### config.mk
export PLATFORM = sky130hd
export DESIGN_NAME = fetch_sequencer
export DESIGN_NICKNAME = d
export VERILOG_FILES = /design/src/rtl/fetch_pkg.sv /design/src/rtl/fetch_skid_buf.sv /design/src/rtl/fetch_sequencer.sv
export SDC_FILE = /design/constraint.sdc
export NUM_CORES = 1
export LEC_CHECK = 0
export CAP_MARGIN = 20
export CELL_PAD_IN_SITES_DETAIL_PLACEMENT = 0
export CELL_PAD_IN_SITES_GLOBAL_PLACEMENT = 1
export CORE_MARGIN = 3
export CORE_UTILIZATION = 43
export CTS_CLUSTER_SIZE = 30
export DETAILED_ROUTE_END_ITERATION = 8
export PLACE_DENSITY_LB_ADDON = 0.1
export SLEW_MARGIN = 20
export SYNTH_ARGS = -nofsm -noshare
export SYNTH_HDL_FRONTEND = slang
export SYNTH_SLANG_ARGS = --single-unit
export TNS_END_PERCENT = 1
### constraint.sdc
create_clock -name clk -period 5 [get_ports clk]
set_clock_uncertainty 0.05 [all_clocks]
set_input_delay 0.5 -clock clk [delete_from_list [all_inputs] [get_ports clk]]
set_output_delay 0.5 -clock clk [all_outputs]
set_load 0.05 [all_outputs]
### src/rtl/fetch_pkg.sv
// Shared types and constants for the instruction-fetch sequencer.
// Optional feature macro: FETCH_PERF_EN (see fetch_sequencer.sv).
package fetch_pkg;

    localparam int unsigned XLEN = 32;

    localparam logic [XLEN-1:0] DEF_RESET_PC   = 32'h0000_3000;
    localparam logic [XLEN-1:0] DEF_HANDLER_PC = 32'h0000_4180;
    localparam logic [XLEN-1:0] DEF_IM_BASE    = 32'h0000_3000;
    localparam logic [XLEN-1:0] DEF_IM_LIMIT   = 32'h0000_6FFC;

    typedef enum logic [1:0] {IDLE, REQ, DRAIN, HALT} fetch_state_e;

    typedef enum logic [1:0] {NONE, BR, ERET, EXC} redir_cause_e;

    typedef struct packed {
        logic [XLEN-1:0] pc;
        logic [XLEN-1:0] instr;
    } fetch_slot_t;

    // Word-aligned and inside the instruction-memory window.
    function automatic logic fetch_addr_ok(input logic [XLEN-1:0] a,
                                           input logic [XLEN-1:0] lo,
                                           input logic [XLEN-1:0] hi);
        return (a[1:0] == 2'b00) && (a >= lo) && (a <= hi);
    endfunction

endpackage

### src/rtl/fetch_skid_buf.sv
// One-entry {pc, instr} holding slot for responses that arrive while IF/ID is stalled.
module fetch_skid_buf
    import fetch_pkg::*;
(
    input  logic        clk,
    input  logic        reset,
    input  logic        load_i,
    input  logic        drain_i,
    input  logic        flush_i,
    input  fetch_slot_t slot_i,
    output fetch_slot_t slot_o,
    output logic        full_o
);

    logic        full_q, full_d;
    fetch_slot_t slot_q, slot_d;

    // Flush wins over load, load wins over drain.
    always_comb begin
        full_d = full_q;
        slot_d = slot_q;
        if (flush_i) begin
            full_d = 1'b0;
        end else if (load_i) begin
            full_d = 1'b1;
            slot_d = slot_i;
        end else if (drain_i) begin
            full_d = 1'b0;
        end
    end

    // Slot register.
    always_ff @(posedge clk) begin
        if (reset) begin
            full_q <= 1'b0;
            slot_q <= '0;
        end else begin
            full_q <= full_d;
            slot_q <= slot_d;
        end
    end

    assign slot_o = slot_q;
    assign full_o = full_q;

endmodule

### src/rtl/fetch_sequencer.sv
// Instruction-fetch controller: owns the PC, fetches over req/ready, feeds IF/ID,
// and applies branch (with delay slot), exception and eret redirects.
// Optional feature macro: FETCH_PERF_EN adds perf_fetches / perf_bubbles counters.
module fetch_sequencer
    import fetch_pkg::*;
#(
    parameter logic [XLEN-1:0] RESET_PC   = DEF_RESET_PC,
    parameter logic [XLEN-1:0] HANDLER_PC = DEF_HANDLER_PC,
    parameter logic [XLEN-1:0] IM_BASE    = DEF_IM_BASE,
    parameter logic [XLEN-1:0] IM_LIMIT   = DEF_IM_LIMIT
) (
    input  logic            clk,
    input  logic            reset,
    input  logic            stall,
    input  logic            br_taken,
    input  logic [XLEN-1:0] br_target,
    input  logic            exc_req,
    input  logic            eret_req,
    input  logic [XLEN-1:0] epc,
    output logic            imem_req,
    output logic [XLEN-1:0] imem_addr,
    input  logic            imem_ready,
    input  logic [XLEN-1:0] imem_rdata,
    output logic            if_valid,
    output logic [XLEN-1:0] if_pc,
    output logic [XLEN-1:0] if_instr,
    output logic            if_adel
`ifdef FETCH_PERF_EN
    ,
    output logic [XLEN-1:0] perf_fetches,
    output logic [XLEN-1:0] perf_bubbles
`endif
);

    fetch_state_e    state_q, state_d;
    logic [XLEN-1:0] pc_q, pc_d;
    logic [XLEN-1:0] drain_addr_q, drain_addr_d;
    logic            pend_q, pend_d;
    logic [XLEN-1:0] pend_tgt_q, pend_tgt_d;
    logic            if_valid_q, if_valid_d;
    logic [XLEN-1:0] if_pc_q, if_pc_d;
    logic [XLEN-1:0] if_instr_q, if_instr_d;
    logic            if_adel_q, if_adel_d;

    logic            addr_ok;
    logic            accept;
    logic            fetch_accept;
    logic            skid_full, skid_load, skid_drain, skid_flush;
    fetch_slot_t     skid_slot;
    redir_cause_e    cause;

    assign addr_ok      = fetch_addr_ok(pc_q, IM_BASE, IM_LIMIT);
    assign imem_req     = ((state_q == REQ) && addr_ok && !skid_full) || (state_q == DRAIN);
    assign imem_addr    = (state_q == DRAIN) ? drain_addr_q : pc_q;
    assign accept       = imem_req && imem_ready;
    assign fetch_accept = accept && (state_q == REQ);

    fetch_skid_buf u_skid (
        .clk     (clk),
        .reset   (reset),
        .load_i  (skid_load),
        .drain_i (skid_drain),
        .flush_i (skid_flush),
        .slot_i  ('{pc: pc_q, instr: imem_rdata}),
        .slot_o  (skid_slot),
        .full_o  (skid_full)
    );

    // Redirect arbitration: exception, then eret, then an unstalled branch.
    always_comb begin
        cause = NONE;
        if (exc_req)                  cause = EXC;
        else if (eret_req)            cause = ERET;
        else if (br_taken && !stall)  cause = BR;
    end

    // Next-state, PC and IF/ID slot.
    always_comb begin
        state_d      = state_q;
        pc_d         = pc_q;
        drain_addr_d = drain_addr_q;
        pend_d       = pend_q;
        pend_tgt_d   = pend_tgt_q;
        if_valid_d   = if_valid_q;
        if_pc_d      = if_pc_q;
        if_instr_d   = if_instr_q;
        if_adel_d    = if_adel_q;
        skid_load    = 1'b0;
        skid_drain   = 1'b0;
        skid_flush   = 1'b0;

        if ((cause == EXC) || (cause == ERET)) begin
            skid_flush = 1'b1;
            pend_d     = 1'b0;
            if_valid_d = 1'b0;
            if_adel_d  = 1'b0;
            pc_d       = (cause == EXC) ? HANDLER_PC : epc;
            if (imem_req && !imem_ready) begin
                state_d      = DRAIN;
                drain_addr_d = imem_addr;
            end else begin
                state_d = IDLE;
            end
        end else begin
            // IF/ID slot: skid first, then a fresh response, then a fault slot.
            if (!stall) begin
                if (skid_full) begin
                    if_valid_d = 1'b1;
                    if_pc_d    = skid_slot.pc;
                    if_instr_d = skid_slot.instr;
                    if_adel_d  = 1'b0;
                    skid_drain = 1'b1;
                end else if (fetch_accept) begin
                    if_valid_d = 1'b1;
                    if_pc_d    = pc_q;
                    if_instr_d = imem_rdata;
                    if_adel_d  = 1'b0;
                end else if ((state_q == REQ) && !addr_ok) begin
                    if_valid_d = 1'b1;
                    if_pc_d    = pc_q;
                    if_instr_d = '0;
                    if_adel_d  = 1'b1;
                    state_d    = HALT;
                end else begin
                    if_valid_d = 1'b0;
                end
            end else if (fetch_accept) begin
                skid_load = 1'b1;
            end

            // PC advance; the response accepted after a branch is its delay slot.
            if (fetch_accept) begin
                if (pend_q) begin
                    pc_d   = pend_tgt_q;
                    pend_d = 1'b0;
                end else if (cause == BR) begin
                    pc_d = br_target;
                end else begin
                    pc_d = pc_q + 32'd4;
                end
            end

            // A new branch whose delay slot is not fetched yet is remembered.
            if ((cause == BR) && !pend_q) begin
                if (skid_full) begin
                    pc_d = br_target;
                end else if (!fetch_accept) begin
                    pend_d     = 1'b1;
                    pend_tgt_d = br_target;
                end
            end

            case (state_q)
                IDLE:    state_d = REQ;
                DRAIN:   if (imem_ready) state_d = REQ;
                default: ;
            endcase
        end
    end

    // Sequencer state registers.
    always_ff @(posedge clk) begin
        if (reset) begin
            state_q      <= IDLE;
            pc_q         <= RESET_PC;
            drain_addr_q <= RESET_PC;
            pend_q       <= 1'b0;
            pend_tgt_q   <= '0;
            if_valid_q   <= 1'b0;
            if_pc_q      <= RESET_PC;
            if_instr_q   <= '0;
            if_adel_q    <= 1'b0;
        end else begin
            state_q      <= state_d;
            pc_q         <= pc_d;
            drain_addr_q <= drain_addr_d;
            pend_q       <= pend_d;
            pend_tgt_q   <= pend_tgt_d;
            if_valid_q   <= if_valid_d;
            if_pc_q      <= if_pc_d;
            if_instr_q   <= if_instr_d;
            if_adel_q    <= if_adel_d;
        end
    end

    assign if_valid = if_valid_q;
    assign if_pc    = if_pc_q;
    assign if_instr = if_instr_q;
    assign if_adel  = if_adel_q;

    // A second branch before the first one's delay slot is a protocol error.
    br_overlap_a: assert property (@(posedge clk) disable iff (reset)
        !(br_taken && !stall && !exc_req && !eret_req && pend_q));

`ifdef FETCH_PERF_EN
    logic [XLEN-1:0] perf_fetches_q, perf_bubbles_q;

    // Accepted-response and unstalled-bubble counters, free-running with wrap.
    always_ff @(posedge clk) begin
        if (reset) begin
            perf_fetches_q <= '0;
            perf_bubbles_q <= '0;
        end else begin
            if (accept)                 perf_fetches_q <= perf_fetches_q + 32'd1;
            if (!if_valid_q && !stall)  perf_bubbles_q <= perf_bubbles_q + 32'd1;
        end
    end

    assign perf_fetches = perf_fetches_q;
    assign perf_bubbles = perf_bubbles_q;
`endif

endmodule

# Word-level counts from Yosys, hierarchy flattened
# Cells that the tools add are included.
dict set report classes {
  add_sub_neg 1
  n_lt_le_gt_ge 2
  eq_ne 5
  muxes 44
  n_bitwise 5
  reduce_logical 28
}
# op count
set op_table {}
lappend op_table {{two-way mux 32 bit} 14}
lappend op_table {{adder 32 x 3 -> 32 bit, second input constant} 1}
lappend op_table {{>= comparator 32 x 14 -> 1 bit, second input constant} 1}
lappend op_table {{<= comparator 32 x 15 -> 1 bit, second input constant} 1}
lappend op_table {{two-way mux 1 bit} 20}
lappend op_table {{two-way mux 2 bit} 9}
lappend op_table {{logical AND 1 bit} 10}
lappend op_table {{== test 2 bit, second input constant} 3}
lappend op_table {{AND reduction 2 bit} 3}
lappend op_table {{logical NOT 1 bit} 5}
lappend op_table {{inverter 1 bit} 5}
lappend op_table {{== test 2 x 1 -> 1 bit, second input constant} 2}
lappend op_table {{logical NOT 2 bit} 2}
lappend op_table {{one-hot mux 2 bit (2 select lines)} 1}
lappend op_table {{AND reduction 4 bit} 1}
lappend op_table {{OR reduction 2 bit} 2}
lappend op_table {{AND reduction 3 bit} 1}
lappend op_table {{nonzero test 3 bit} 1}
lappend op_table {{logical OR 1 bit} 2}
lappend op_table {{nonzero test 2 bit} 1}
dict set report totals {
  regBits 230
  inputBits 103
  out_inout_bits 99
  elab_cells 97
}

# Longest topological paths before layout
dict set report logic_depth {
  depth_word 14
  depth_mapped 9
  mapped_depth_nobuf 6
}

# By module
# A second synthesis with hierarchy kept.
dict set report hier_totals {
  cells_unflattened 1292
  area_unflattened_um2 11911.4
}
# module n_inst cells_each area_each_um2 seq_area_each_um2
set modules_own_cells {}
lappend modules_own_cells {fetch_sequencer 1 996 8643.3 3303.2}
lappend modules_own_cells {fetch_skid_buf 1 296 3268.1 1301.2}

# Least setup slack after synthesis
# OpenSTA, ideal clock, no wires.
dict set report synth_path {
  kind {register to register}
  startpoint {register pc_q[3]}
  endpoint {register pc_q[22]}
  setup_ns 0.122
  t_arrival_ns 2.119
  t_required_ns 4.828
  slack_ns 2.708
  path_stages_with_launch 8
  n_path_buf 1
  synth_period_minus_slack_ns 2.292
  path_cell_list {dfxtp_1 -> ha_1 -> nand4_2 -> or3_1 -> buf_6 -> or4_4 -> a221oi_2 -> o21ai_1}
}
dict set report synth_via {
  elab_chain_cells 12
  word_cells_on_any_way 16
  cone_classes {add/sub (1); order compare (2); mux (6); reduce/logical (7)}
}
# item line_no
set synth_lines {}
lappend synth_lines {{from (decl)} fetch_sequencer.sv:36} ;# logic [XLEN-1:0] pc_q, pc_d;
lappend synth_lines {{from (signal assigned)} fetch_sequencer.sv:175} ;# pc_q <= pc_d;
lappend synth_lines {{>= comparator 32 x 14 -> 1 bit} fetch_pkg.sv:25} ;# return (a[1:0] == 2'b00) && (a >= lo) && (a <= hi);
lappend synth_lines {{logical AND 1 bit (2 in series)} fetch_pkg.sv:25}
lappend synth_lines {{logical AND 1 bit (2 in series)} fetch_sequencer.sv:53} ;# assign imem_req = ((state_q == REQ) && addr_ok && !skid_full) || (state_q == DRAIN);
lappend synth_lines {{logical OR 1 bit} fetch_sequencer.sv:53}
lappend synth_lines {{logical AND 1 bit} fetch_sequencer.sv:55} ;# assign accept = imem_req && imem_ready;
lappend synth_lines {{logical AND 1 bit} fetch_sequencer.sv:56} ;# assign fetch_accept = accept && (state_q == REQ);
lappend synth_lines {{two-way mux 32 bit (*)} fetch_sequencer.sv:132} ;# if (fetch_accept) begin
lappend synth_lines {{two-way mux 32 bit} fetch_sequencer.sv:145} ;# if (skid_full) begin
lappend synth_lines {{two-way mux 32 bit (*)} fetch_sequencer.sv:144} ;# if ((cause == BR) && !pend_q) begin
lappend synth_lines {{two-way mux 32 bit (*)} fetch_sequencer.sv:92} ;# if ((cause == EXC) || (cause == ERET)) begin
# Every way passes the cells marked *; elsewhere a longest branch is shown, timed or not.
# A chain may end at the register's enable or synchronous reset.

# Worst setup path after layout
dict set report layout_path {
  startpoint {register pc_q[20]}
  endpoint {output port imem_req}
}
dict set report layout_via {
  elab_chain_cells 6
  word_cells_on_any_way 7
  cone_classes {order compare (2); reduce/logical (5)}
}
# item line_no
set layout_lines {}
lappend layout_lines {{>= comparator 32 x 14 -> 1 bit} fetch_pkg.sv:25}
lappend layout_lines {{logical AND 1 bit} fetch_pkg.sv:25}
lappend layout_lines {{logical AND 1 bit (*)} fetch_pkg.sv:25}
lappend layout_lines {{logical AND 1 bit (*) (2 in series)} fetch_sequencer.sv:53}
lappend layout_lines {{logical OR 1 bit (*)} fetch_sequencer.sv:53}
lappend layout_lines {{to (decl)} fetch_sequencer.sv:20} ;# output logic imem_req,
# Marks and branches as above.

==> summary.md <==
| Metric | Value |
|---|---|
| Hold Crit Class | `register to register` |
| Pre-Repair DR Iteration Count | `5` |
| Crit path DAT | `3.38 ns` |
| Synth-to-layout area growth | `24.81%` |
| Crit-path slowest cell | `clkdlybuf4s50_1` |
| Ranking of synthesized cells by area | `dfxtp_1 (40%), a21oi_1 (6.6%), a211oi_2 (6.5%), nand2_1 (4.3%), mux2_2 (4.0%)` |
| I/O pins | `202` |
| CTS tree | `built` |
| Pwr per Cell Area | `294.3 nW/um^2` |
| Nature of the critical path endpoint | `output port` |
| Drt first-iter violations | `799` |
| Yosys Warn Count | `0` |
| Top cells by instance count after synthesis | `dfxtp_1 (230), a21oi_1 (152), nand2_1 (132)` |
| Crit share post-route | `78.57%` |
| Syn Area/Cell | `9.087 um^2` |
| H-Tree Depth | `1` |
| Max-cap violation count | `0` |
| DRC violations left | `0` |
| Post-CTS Setup Bufs | `0` |
| Setup ws final | `1.071 ns` |
| Final setup vio count | `0` |
| Number of enable flip-flop cells after synthesis | `0` |
| FF+latch area | `4608 um^2` |
| Count leader, synth | `dfxtp_1` |
| Root buf cell | `clkbuf_16` |
| DR vias | `10.51k` |
| Die Span Y | `169.4 um` |
| Synth Flop Type | `dfxtp_1` |
| Routed len/inst | `21.89 um` |
| WHS | `0.3991 ns` |
| Die ar. | `28690 um^2` |
| Mapped Nets | `1368` |
| Peak Freq | `0.2545 GHz` |
| Largest net degree at the start of global routing | `94` |
| Initial Util | `43.92%` |
| Number of global-route vias before repair | `10.05k` |
| Core Box Area | `26130 um^2` |
| CTS Sinks | `230` |
| # resized after CTS | `0` |
| Flops & latches, synth | `230` |
| Area of the multi-input gates | `6188 um^2` |
| Max VDD drop | `0.1974 mV` |
| Clk_lat worst skew | `0.54 ns` |
| Cell Rows | `59` |
| Initial antenna violation count | `1` |
| Layout cells sized above 1 | `14.52%` |
| Final HPWL DP | `24790 um` |
| Fin. Hold Viols | `0` |
| Vias/cell | `6.012` |
| Worst setup path category | `register to output port` |
| Overall routing resource usage | `25.66%` |
| Cells after Synth | `1263` |
| Tightest Pin Transition | `1.070 ns` |
| Cts hold-fix bufs | `0` |
| Crit-path cells | `buf_4 > nor4_4 > nand3_2 > o31ai_4 > clkdlybuf4s50_1` |
| P_leak | `5.270 nW` |
| Sequential-to-total area share from yosys stat | `40.12%` |
| Routed wire length | `38260 um` |
| RSZ-0062 raised after global routing | `false` |
| Share of the synthesized area in the top cell type | `40.12%` |
| Async set-or-reset flop fraction in the synthesized netlist | `0%` |
| Die W | `169.4 um` |
| Distinct cells, synth | `86` |
| Setup TNS | `0 ns` |
| CTS buffer count | `26` |
| Final min period | `3.929 ns` |
| Port Buf Inserts | `201` |
| CTS clk-pin slew, worst paths | `0.06 ns` |
| Type of origin of the critical path | `register` |
| Mapped Area | `11480 um^2` |
| Final ANT Viol Nets | `0` |
| Fill cells | `2454` |
| Relative slew slack | `28.27%` |
| CP max FO | `18` |
| Gr ovfl total | `0` |
| Deepest clock path buffer count | `3` |
| Status | `finished clean` |
| Nets@finish | `1498` |
| First-pass GRT wire length | `59230 um` |
| Slowest stage delay, CP | `0.96 ns` |
| Setup WS pre-CTS | `1.339 ns` |
| Req. time, crit path | `4.45 ns` |
| Final Max Tran Viols | `0` |
| Leading area contributor after synthesis | `dfxtp_1` |
| GPL Wtd Cong | `0.9318` |
-- critical path: cells and delay by family (launching register included) --
kind / cells / cell delay (ns)
AND/OR/NAND/NOR: 2 / 0.62
AO/OA/AOI/OAI: 1 / 0.78
buffers and inverters: 2 / 1.13
flip-flops: 1 / 0.29
-- per-layer routing --
layer	global-route usage [%]	up-vias	share of wire, %
li1	-	4986	-
met1	35.75	5050	45
met2	41.43	408	46
met3	3.843	65	6.4
met4	7.681	0	2.7
met5	0	-	0
-- placed cells by master, fill, tap and decap left out, drive strengths merged, types with 4 or more instances in the layout --
master,synthesis,layout
o31ai,13,13
a21o,33,33
a31oi,13,13
o211ai,7,7
nand4,8,8
a211o,7,7
a21oi,152,152
buf,53,31
a22o,4,4
nor3,15,15
nand2,133,133
o221ai,9,9
nand3,43,43
clkinv,0,5
mux2,41,41
nor2,37,37
o211a,31,31
a211oi,85,85
nor4,8,8
or3,12,12
dfxtp,230,230
mux2i,34,34
clkbuf,76,41
o21ai,71,71
and3,26,26
a22oi,47,47
clkdlybuf4s50,0,200
inv,12,12
nand2b,9,9
-- path summary, 6_finish.rpt --
kind	start	endpoint	slack [ns]	cells after the start
max	pc_q[20]	imem_req	1.07	5
min	u_skid.slot_o[39]	u_skid.slot_o[39]	0.40	2
min reg2reg	u_skid.slot_o[39]	u_skid.slot_o[39]	0.40	2
max reg2reg	pc_q[16]	pc_q[28]	1.89	5
-- registers in the layout, indices dropped and copies added, names as in the netlist, 2 cells and up --
| name | count |
|---|---|
| u_skid.slot_o | 64 |
| state_q | 2 |
| if_instr | 32 |
| pend_tgt_q | 32 |
| drain_addr_q | 32 |
| pc_q | 32 |
| if_pc | 32 |
-- stage by stage --
step           util [%]  instance area (um^2)  std cells  total power [mW]
3_3_place_gp      51.65                 13500       1700             2.392
5_1_grt           54.82                 14330       1748             4.355
4_1_cts           54.80                 14320       1747             4.244
6_report          54.82                 14330       1748             4.216
3_5_place_dp      51.65                 13500       1700             2.392
2_1_floorplan         -                 11480       1263             2.190
-- cell type report --
type | instances | share of cell area, %
Clock buffer | 41 | 5.284
Clock inverter | 6 | 0.4629
Inverter | 12 | 0.3144
Timing Repair Buffer | 231 | 15.63
Sequential cell | 230 | 32.17
Tap cell | 335 | 2.926
Antenna cell | 1 | 0.01747
Multi-Input combinational cell | 892 | 43.20
-- logic make-up (layout without fill, tap and decap cells) --
| logic type | after synthesis | in the layout | share of synthesized area, % |
|---|---|---|---|
| fa+ha+maj | 2 | 2 | 0.2180 |
| flops | 230 | 230 | 40.12 |
| mux | 75 | 75 | 6.988 |
| simple gates | 307 | 307 | 14.16 |
| compound gates | 503 | 503 | 32.02 |
| xor+xnor | 5 | 5 | 0.3816 |
| buf+inv | 141 | 290 | 6.116 |
| other cells | 0 | 1 | 0 |
-- power breakdown --
group / leakage (nW) / total, mW / internal [mW] / switching [mW]
logic: 3.00 / 0.457 / 0.180 / 0.277
clock network: 0.405 / 1.86 / 1.09 / 0.771
registers: 1.86 / 1.90 / 1.86 / 0.0420
Note: power is estimated with default switching activity, not from simulation.
